`config.mk`:
```
export PLATFORM = sky130hd
export DESIGN_NAME = uart_rx
export DESIGN_NICKNAME = d
export VERILOG_FILES = /design/src/rtl/uart_rx.sv
export SDC_FILE = /design/constraint.sdc
export NUM_CORES = 1
export LEC_CHECK = 0
export ABC_AREA = 1
export BUFFER_PORTS_ARGS = -buffer_cell sky130_fd_sc_hd__clkbuf_2
export CELL_PAD_IN_SITES_DETAIL_PLACEMENT = 1
export CELL_PAD_IN_SITES_GLOBAL_PLACEMENT = 1
export CORE_MARGIN = 2
export CORE_UTILIZATION = 40
export CTS_BUF_LIST = sky130_fd_sc_hd__clkbuf_8
export CTS_CLUSTER_DIAMETER = 40
export DETAILED_ROUTE_END_ITERATION = 8
export GPL_TIMING_DRIVEN = 0
export PLACE_DENSITY = 0.76
export RECOVER_POWER = 50
export SETUP_SLACK_MARGIN = 0.02
export SLEW_MARGIN = 15
export SYNTH_ARGS = -nofsm -noshare
export SYNTH_HDL_FRONTEND = slang
export SYNTH_SLANG_ARGS = --single-unit
export TNS_END_PERCENT = 50
```
`constraint.sdc`:
```
create_clock -name clk -period 1.58 [get_ports clk]
set_input_delay 0.316 -clock clk [delete_from_list [all_inputs] [get_ports clk]]
set_output_delay 0.316 -clock clk [all_outputs]
set_load 0.005 [all_outputs]
```
`src/rtl/uart_rx.sv`:
```
// UART receiver with 16x oversampling, valid/ready byte output and frame status.
// Define UART_RX_PARITY_EN to expect an even-parity bit between data and stop.
module uart_rx #(
  parameter int unsigned DATA_BITS  = 8,
  parameter int unsigned OVS_FACTOR = 16
) (
  input  logic                 clk,
  input  logic                 reset,
  input  logic                 tick_16x,
  input  logic                 rx,
  output logic [DATA_BITS-1:0] data_out,
  output logic                 data_valid,
  input  logic                 data_ready,
  output logic                 frame_err,
  output logic                 parity_err,
  output logic                 overrun,
  output logic                 busy
);

  localparam int unsigned CntW = $clog2(OVS_FACTOR);
  localparam int unsigned IdxW = $clog2(DATA_BITS);
  localparam logic [CntW-1:0] CntMid  = CntW'(OVS_FACTOR / 2 - 1);
  localparam logic [CntW-1:0] CntLast = CntW'(OVS_FACTOR - 1);
  localparam logic [IdxW-1:0] IdxLast = IdxW'(DATA_BITS - 1);

  typedef enum logic [2:0] {
    StIdle,
    StStart,
    StData,
`ifdef UART_RX_PARITY_EN
    StParity,
`endif
    StStop,
    StBreak
  } state_e;

  state_e                 state_q, state_d;
  logic [CntW-1:0]        cnt_q, cnt_d;
  logic [IdxW-1:0]        idx_q, idx_d;
  logic [DATA_BITS-1:0]   shift_q, shift_d;
  logic                   rx_meta_q, rx_s_q;
  logic                   frame_done;
  logic                   frame_par;

  logic [DATA_BITS-1:0]   data_q, data_d;
  logic                   valid_q, valid_d;
  logic                   fe_q, fe_d;
  logic                   pe_q, pe_d;
  logic                   ovr_q, ovr_d;

  // Synchronizer idles high so reset never looks like a start bit.
  always_ff @(posedge clk or posedge reset) begin
    if (reset) begin
      rx_meta_q <= 1'b1;
      rx_s_q    <= 1'b1;
    end else begin
      rx_meta_q <= rx;
      rx_s_q    <= rx_meta_q;
    end
  end

`ifdef UART_RX_PARITY_EN
  logic par_calc_q, par_calc_d;

  always_ff @(posedge clk or posedge reset) begin
    if (reset) par_calc_q <= 1'b0;
    else       par_calc_q <= par_calc_d;
  end

  assign frame_par = par_calc_q;
`else
  assign frame_par = 1'b0;
`endif

  always_ff @(posedge clk or posedge reset) begin
    if (reset) begin
      state_q <= StIdle;
      cnt_q   <= '0;
      idx_q   <= '0;
      shift_q <= '0;
    end else begin
      state_q <= state_d;
      cnt_q   <= cnt_d;
      idx_q   <= idx_d;
      shift_q <= shift_d;
    end
  end

  always_comb begin
    state_d    = state_q;
    cnt_d      = cnt_q;
    idx_d      = idx_q;
    shift_d    = shift_q;
    frame_done = 1'b0;
`ifdef UART_RX_PARITY_EN
    par_calc_d = par_calc_q;
`endif
    unique case (state_q)
      StIdle: begin
        if (tick_16x && !rx_s_q) begin
          cnt_d   = '0;
          state_d = StStart;
        end
      end
      StStart: begin
        if (tick_16x) begin
          if (cnt_q == CntMid) begin
            if (rx_s_q) begin
              state_d = StIdle;
            end else begin
              cnt_d   = '0;
              idx_d   = '0;
              state_d = StData;
            end
          end else begin
            cnt_d = cnt_q + 1'b1;
          end
        end
      end
      StData: begin
        if (tick_16x) begin
          // Wraps to zero on the sample tick since OVS_FACTOR is a power of two.
          cnt_d = cnt_q + 1'b1;
          if (cnt_q == CntLast) begin
            shift_d = {rx_s_q, shift_q[DATA_BITS-1:1]};
            idx_d   = idx_q + 1'b1;
            if (idx_q == IdxLast) begin
`ifdef UART_RX_PARITY_EN
              state_d = StParity;
`else
              state_d = StStop;
`endif
            end
          end
        end
      end
`ifdef UART_RX_PARITY_EN
      StParity: begin
        if (tick_16x) begin
          cnt_d = cnt_q + 1'b1;
          if (cnt_q == CntLast) begin
            par_calc_d = (^shift_q) ^ rx_s_q;
            state_d    = StStop;
          end
        end
      end
`endif
      StStop: begin
        if (tick_16x) begin
          cnt_d = cnt_q + 1'b1;
          if (cnt_q == CntLast) begin
            frame_done = 1'b1;
            state_d    = rx_s_q ? StIdle : StBreak;
          end
        end
      end
      StBreak: begin
        if (rx_s_q) state_d = StIdle;
      end
      default: state_d = StIdle;
    endcase
  end

  // Output holding register; a frame finishing while the old byte is unread is dropped.
  always_comb begin
    data_d  = data_q;
    valid_d = valid_q;
    fe_d    = fe_q;
    pe_d    = pe_q;
    ovr_d   = 1'b0;
    if (valid_q && data_ready) valid_d = 1'b0;
    if (frame_done) begin
      if (!valid_q || data_ready) begin
        data_d  = shift_q;
        fe_d    = !rx_s_q;
        pe_d    = frame_par;
        valid_d = 1'b1;
      end else begin
        ovr_d = 1'b1;
      end
    end
  end

  always_ff @(posedge clk or posedge reset) begin
    if (reset) begin
      data_q  <= '0;
      valid_q <= 1'b0;
      fe_q    <= 1'b0;
      pe_q    <= 1'b0;
      ovr_q   <= 1'b0;
    end else begin
      data_q  <= data_d;
      valid_q <= valid_d;
      fe_q    <= fe_d;
      pe_q    <= pe_d;
      ovr_q   <= ovr_d;
    end
  end

  assign data_out   = data_q;
  assign data_valid = valid_q;
  assign frame_err  = fe_q;
  assign parity_err = pe_q;
  assign overrun    = ovr_q;
  assign busy       = (state_q != StIdle);

endmodule
```
# [Word level (Yosys, flattened, before mapping)]
# Cells that the tools add are included.
[op_classes] n_eq_ne=19 n_addsub=2 n_reduce_logical=15 muxes=32
[ops] op="3-bit two-way mux" n=15
[ops] op="4-bit two-way mux" n=5
[ops] op="2-bit inequality test (second input constant)" n=10
[ops] op="3-bit case mux with 5 select lines" n=1
[ops] op="4-bit case mux with 3 select lines" n=1
[ops] op="9-bit AND reduction" n=1
[ops] op="1-bit two-way mux" n=8
[ops] op="3-bit by 2-bit == test with 1-bit output (second input constant)" n=2
[ops] op="3-bit == test (second input constant)" n=2
[ops] op="3-bit case mux with 2 select lines" n=1
[ops] op="6-bit AND reduction" n=1
[ops] op="3-bit nonzero test" n=2
[ops] op="5-bit AND reduction" n=1
[ops] op="4-bit by 1-bit adder with 4-bit output (second input constant)" n=1
[ops] op="4-bit by 3-bit == test with 1-bit output (second input constant)" n=1
[ops] op="4-bit == test (second input constant)" n=1
[ops] op="3-bit by 1-bit adder with 3-bit output (second input constant)" n=1
[ops] op="3-bit by 1-bit == test with 1-bit output (second input constant)" n=1
[ops] op="3-bit logical NOT" n=1
[ops] op="3-bit inequality test (second input constant)" n=1
[ops] op="3-bit AND reduction" n=1
[ops] op="1-bit logical AND" n=2
[ops] op="1-bit logical NOT" n=2
[ops] op="2-bit two-way mux" n=1
[ops] op="5 further kinds" n=5
[word_totals] output_inout_bits=13 elab_cells=78 regBits=31 inputBits=5

# [Longest topological paths before layout]
[logic_depth] ltp_word=5 ltp_mapped=9 ltp_nobuf=9

# [Worst setup path after synthesis]
# OpenSTA, ideal clock, no wires.
[synth_timing] kind="flip-flop to flip-flop" from="reg cnt_q[0]" to="reg data_q[1], in the netlist data_out[1]" arrival_ns=1.250 synth_period_minus_slack_ns=1.367 required_ns=1.463 path_buffers=1 setup_time_ns=0.117 stages_incl_launch_ff=8 setup_slack_ns=0.213 cell_sequence="dfrtp_1 > ha_1 > nand4_4 > nor2_4 > nand2_4 > buf_6 > nand2_2 > o21ai_2"
[synth_via] elab_chain_len=5
[synth_lines] element="start: declaration" line_no="38" source="logic [CntW-1:0] cnt_q, cnt_d;"
[synth_lines] element="start signal: assignment" line_no="83" source="cnt_q <= cnt_d;"
[synth_lines] element="4-bit == test" line_no="151" source="if (cnt_q == CntLast) begin"
[synth_lines] element="1-bit two-way mux" line_no="151"
[synth_lines] element="1-bit two-way mux" line_no="149" source="if (tick_16x) begin"
[synth_lines] element="1-bit two-way mux" line_no="98" source="unique case (state_q)"
[synth_lines] element="2-bit AND reduction (no line)"
[synth_lines] element="end signal: assignment" line_no="192" source="data_q <= data_d;"
[synth_lines] element="end: declaration" line_no="45" source="logic [DATA_BITS-1:0] data_q, data_d;"
# Every way passes these cells.
# A chain may end at the register's enable or synchronous reset.

# [Worst setup path in the final report]
[layout_timing] from="reg state_q[1]" to="out busy"
[layout_via] elab_chain_len=1
[layout_lines] element="start: declaration" line_no="37" source="state_e state_q, state_d;"
[layout_lines] element="start signal: assignment" line_no="77" source="state_q <= StIdle;"
[layout_lines] element="start signal: assignment" line_no="82" source="state_q <= state_d;"
[layout_lines] element="3-bit nonzero test" line_no="205" source="assign busy = (state_q != StIdle);"
[layout_lines] element="end: declaration" line_no="17" source="output logic busy"
# Every way passes these cells.

==> results.yml <==
worst_hold_path:
  hold_path.class: "in -> reg"
detailed_routing:
  drt_iter0_drc: 61
  drcViolationCount: 0
  detail_route.first_pass.iterations: 4
  viasPerCell: 4.82
  wl_mm: 3.22
  wire_per_inst_um: 12.8
  ant_nets: 0
  routed-via-count: 1215
synth:
  ys_ff_latch: 31
  syn-num-nets: 188
  syn_inst: 180
  synthFlopType: "dfrtp_1"
  ys_types: 26
  synth_mux_area_share_pct: 0
  netlist_top_cells_count: "nand2_1 (49), dfrtp_1 (29), inv_1 (19)"
  synth_compound_area_share_pct: 9.38
  synthArstFlopShare_pct: 100
  synth_top_area_share_pct: 46.9
  synth-seq-area-share_pct: 50.3
  avgSynthCellArea_um2: 8.60
  yosys_warnings: 0
  synth_adder_area_share_pct: 2.43
  synth_edf_count: 0
  synth_top_area_cell: "dfrtp_1"
  synth.most_common_cell: "nand2_1"
  synth_xor_area_share_pct: 1.13
  synthSimpleGateAreaFrac_pct: 28.5
  synth_top_family_by_area: "simple AND/OR/NAND/NOR gates"
  synthTopCellsByArea: "dfrtp_1 (47%), nand2_1 (12%), nand3_1 (5.5%)"
  netlist_area_mm2: 0.00155
global_routing:
  grt_pass1_wl_mm: 5.66
  grt_max_degree: 32
  grt_pass1_vias: 1249
  grt_antenna_before_repair: 0
  grt_usage_pct: 17.3
  overflow: 0
worst_setup_path:
  crit_buf_inv: 2
  startpoint_type: "register"
  path_cells: "buf_4 -> nor2_1 -> nand2_1 -> clkbuf_2"
  worst_path_max_delay_cell: "dfrtp_1"
  crit_path_max_incr_delay_ns: 0.37
  cp_max_fo: 8
  cp.arrival_ns: 1.22
  endpoint_kind: "output port"
  crit_family: "flip-flops"
  required_ns: 1.26
  crit_type: "reg -> out"
power:
  peakVddDrop_mv: 0.527
  p_leak_nw: 0.914
  power_density_mw_per_mm2: 1230
timing:
  fin_crit_sh_pct: 97.1
  fin_skew_ns: 0.00303
  setup-violations-final: 0
  tns_ns: 0
  tightest_slew_ns: 1.15
  drv_slew: 0
  finalWorstPathRequiredPeriod_ns: 1.53
  maxSlewHeadroom_pct: 23.5
  rsz0062_at_grt: "yes"
  finalHoldViolations: 0
  max_freq_mhz: 651
  holdWs_ns: 0.111
cts:
  clkTransAtPathRegs_ns: 0.07
  clk-insertion-delay-late_ns: 0.28
  cts_root_buffer: "clkbuf_8"
  clock-sinks: 31
  h-tree-depth: 2
  cts_tree: "done"
  clock_path_buffers: 2
  cts_made_buffers: 5
floorplan:
  num_io_pins: 18
  die_w_um: 66.2
  die_y_um: 66.2
  fp.coreArea_mm2: 0.00369
  fp-row-count: 22
  die-area_mm2: 0.00438
  initial_utilization_pct: 42.0
placement:
  dp_hpwl_mm: 2.43
  portBuffers: 16
  place_congestion: 0.957
  dp_cells: 244
flow_run:
  cap_viol_max_count: 0
layout:
  area_delta_synth_final_pct: 15.6
  drive_gt1_share_pct: 26.0
  finalNetCount: 211
  num_antenna_cells: 0
  final_cells: 252
  final_util_pct: 48.5
run_status:
  status: "finished, final reports clean"
==> worst paths after layout <==
path,cells after the start,to,slack [ns],start
max,4,busy,0.05,state_q[1]$_DFFE_PP0P_
min reg2reg,0,rx_s_q$_DFF_PP1_,0.36,rx_meta_q$_DFF_PP1_
max reg2reg,7,idx_q[2]$_DFFE_PP0P_,0.15,state_q[1]$_DFFE_PP0P_
min in group asynchronous,2,idx_q[2]$_DFFE_PP0P_,0.31,reset
min,1,rx_meta_q$_DFF_PP1_,0.11,rx
max in group asynchronous,2,cnt_q[0]$_DFFE_PP0P_,0.50,reset
==> layout make-up <==
type | instances | area [um2]
multi-input combinational | 122 | 662
clock inverter | 3 | 16.3
inverter | 22 | 82.6
clock buffer | 5 | 68.8
fill | 452 | 1900
buffer | 5 | 42.5
timing repair buffer | 16 | 77.6
tap | 48 | 60.1
sequential | 31 | 779
==> worst register-to-register path, stage by stage (launching register included) <==
cell and delay (ns):
dfrtp_1 0.37, buf_4 0.17, inv_1 0.10, nand3_1 0.15
o21ai_1 0.23, nand3b_1 0.16, nand2_1 0.10, nand2_1 0.05
==> logic make-up after synthesis <==
kind of cell    Yosys count
flops                    31
simple gates             93
buf+inv                  27
fa+ha+maj                 3
compound gates           23
other cells               1
xor+xnor                  2
==> routing by layer <==
layer / up-vias / part of all wire (%) / track usage, %
met3: 7 / 3.0 / 4.09
li1: 606 / - / -
met2: 15 / 48 / 28.5
met1: 587 / 47 / 21.8
met4: 0 / 1.9 / 6.89
met5: - / 0 / 0
==> power by group <==
group | total [mW] | internal, mW | leakage (nW) | switching [mW]
clock network | 0.603 | 0.301 | 0.0453 | 0.303
registers | 0.912 | 0.853 | 0.420 | 0.0589
logic | 0.684 | 0.229 | 0.448 | 0.455
==> stage by stage <==
stage                     cell area, um2  total power, mW  setup WS, ns
after floorplan                     1550             1.42         0.213
after global placement              1690             1.55        0.0827
after detailed placement            1690             1.59        0.0251
after CTS                           1770             2.20        0.0208
after global routing                1790             2.36        0.0135
final                               1790             2.20        0.0450
==> sequential cells by signal (all words and copies together), names as in the netlist <==
| register | count |
|---|---|
| rx_s_q | 1 |
| state_q | 3 |
| cnt_q | 4 |
| shift_q | 8 |
| data_valid | 1 |
| idx_q | 3 |
| frame_err | 1 |
| rx_meta_q | 1 |
| overrun | 1 |
| data_out | 8 |
==> cells in the final DEF (no fill, tap or decap), drive strengths merged <==
master    synthesis  final
xnor2             1      1
inv              22     23
ha                3      3
dfstp             2      2
conb              1      1
nor2             19     19
nand3            17     17
nand2            53     53
clkinv            0      1
o21ai            21     21
clkbuf            1     22
xor2              1      1
nand3b            1      1
nor3              1      1
buf               4      4
a21oi             2      2
nand4             1      1
clkinvlp          0      1
or2               1      1
dfrtp            29     29
==> repair_timing <==
action	CTS	global route
gates resized for setup	0	5
endpoints found under the setup margin	0	28
hold buffers	0	0
buffers inserted	0	0
No activity file was read; power rests on OpenSTA's default activity.
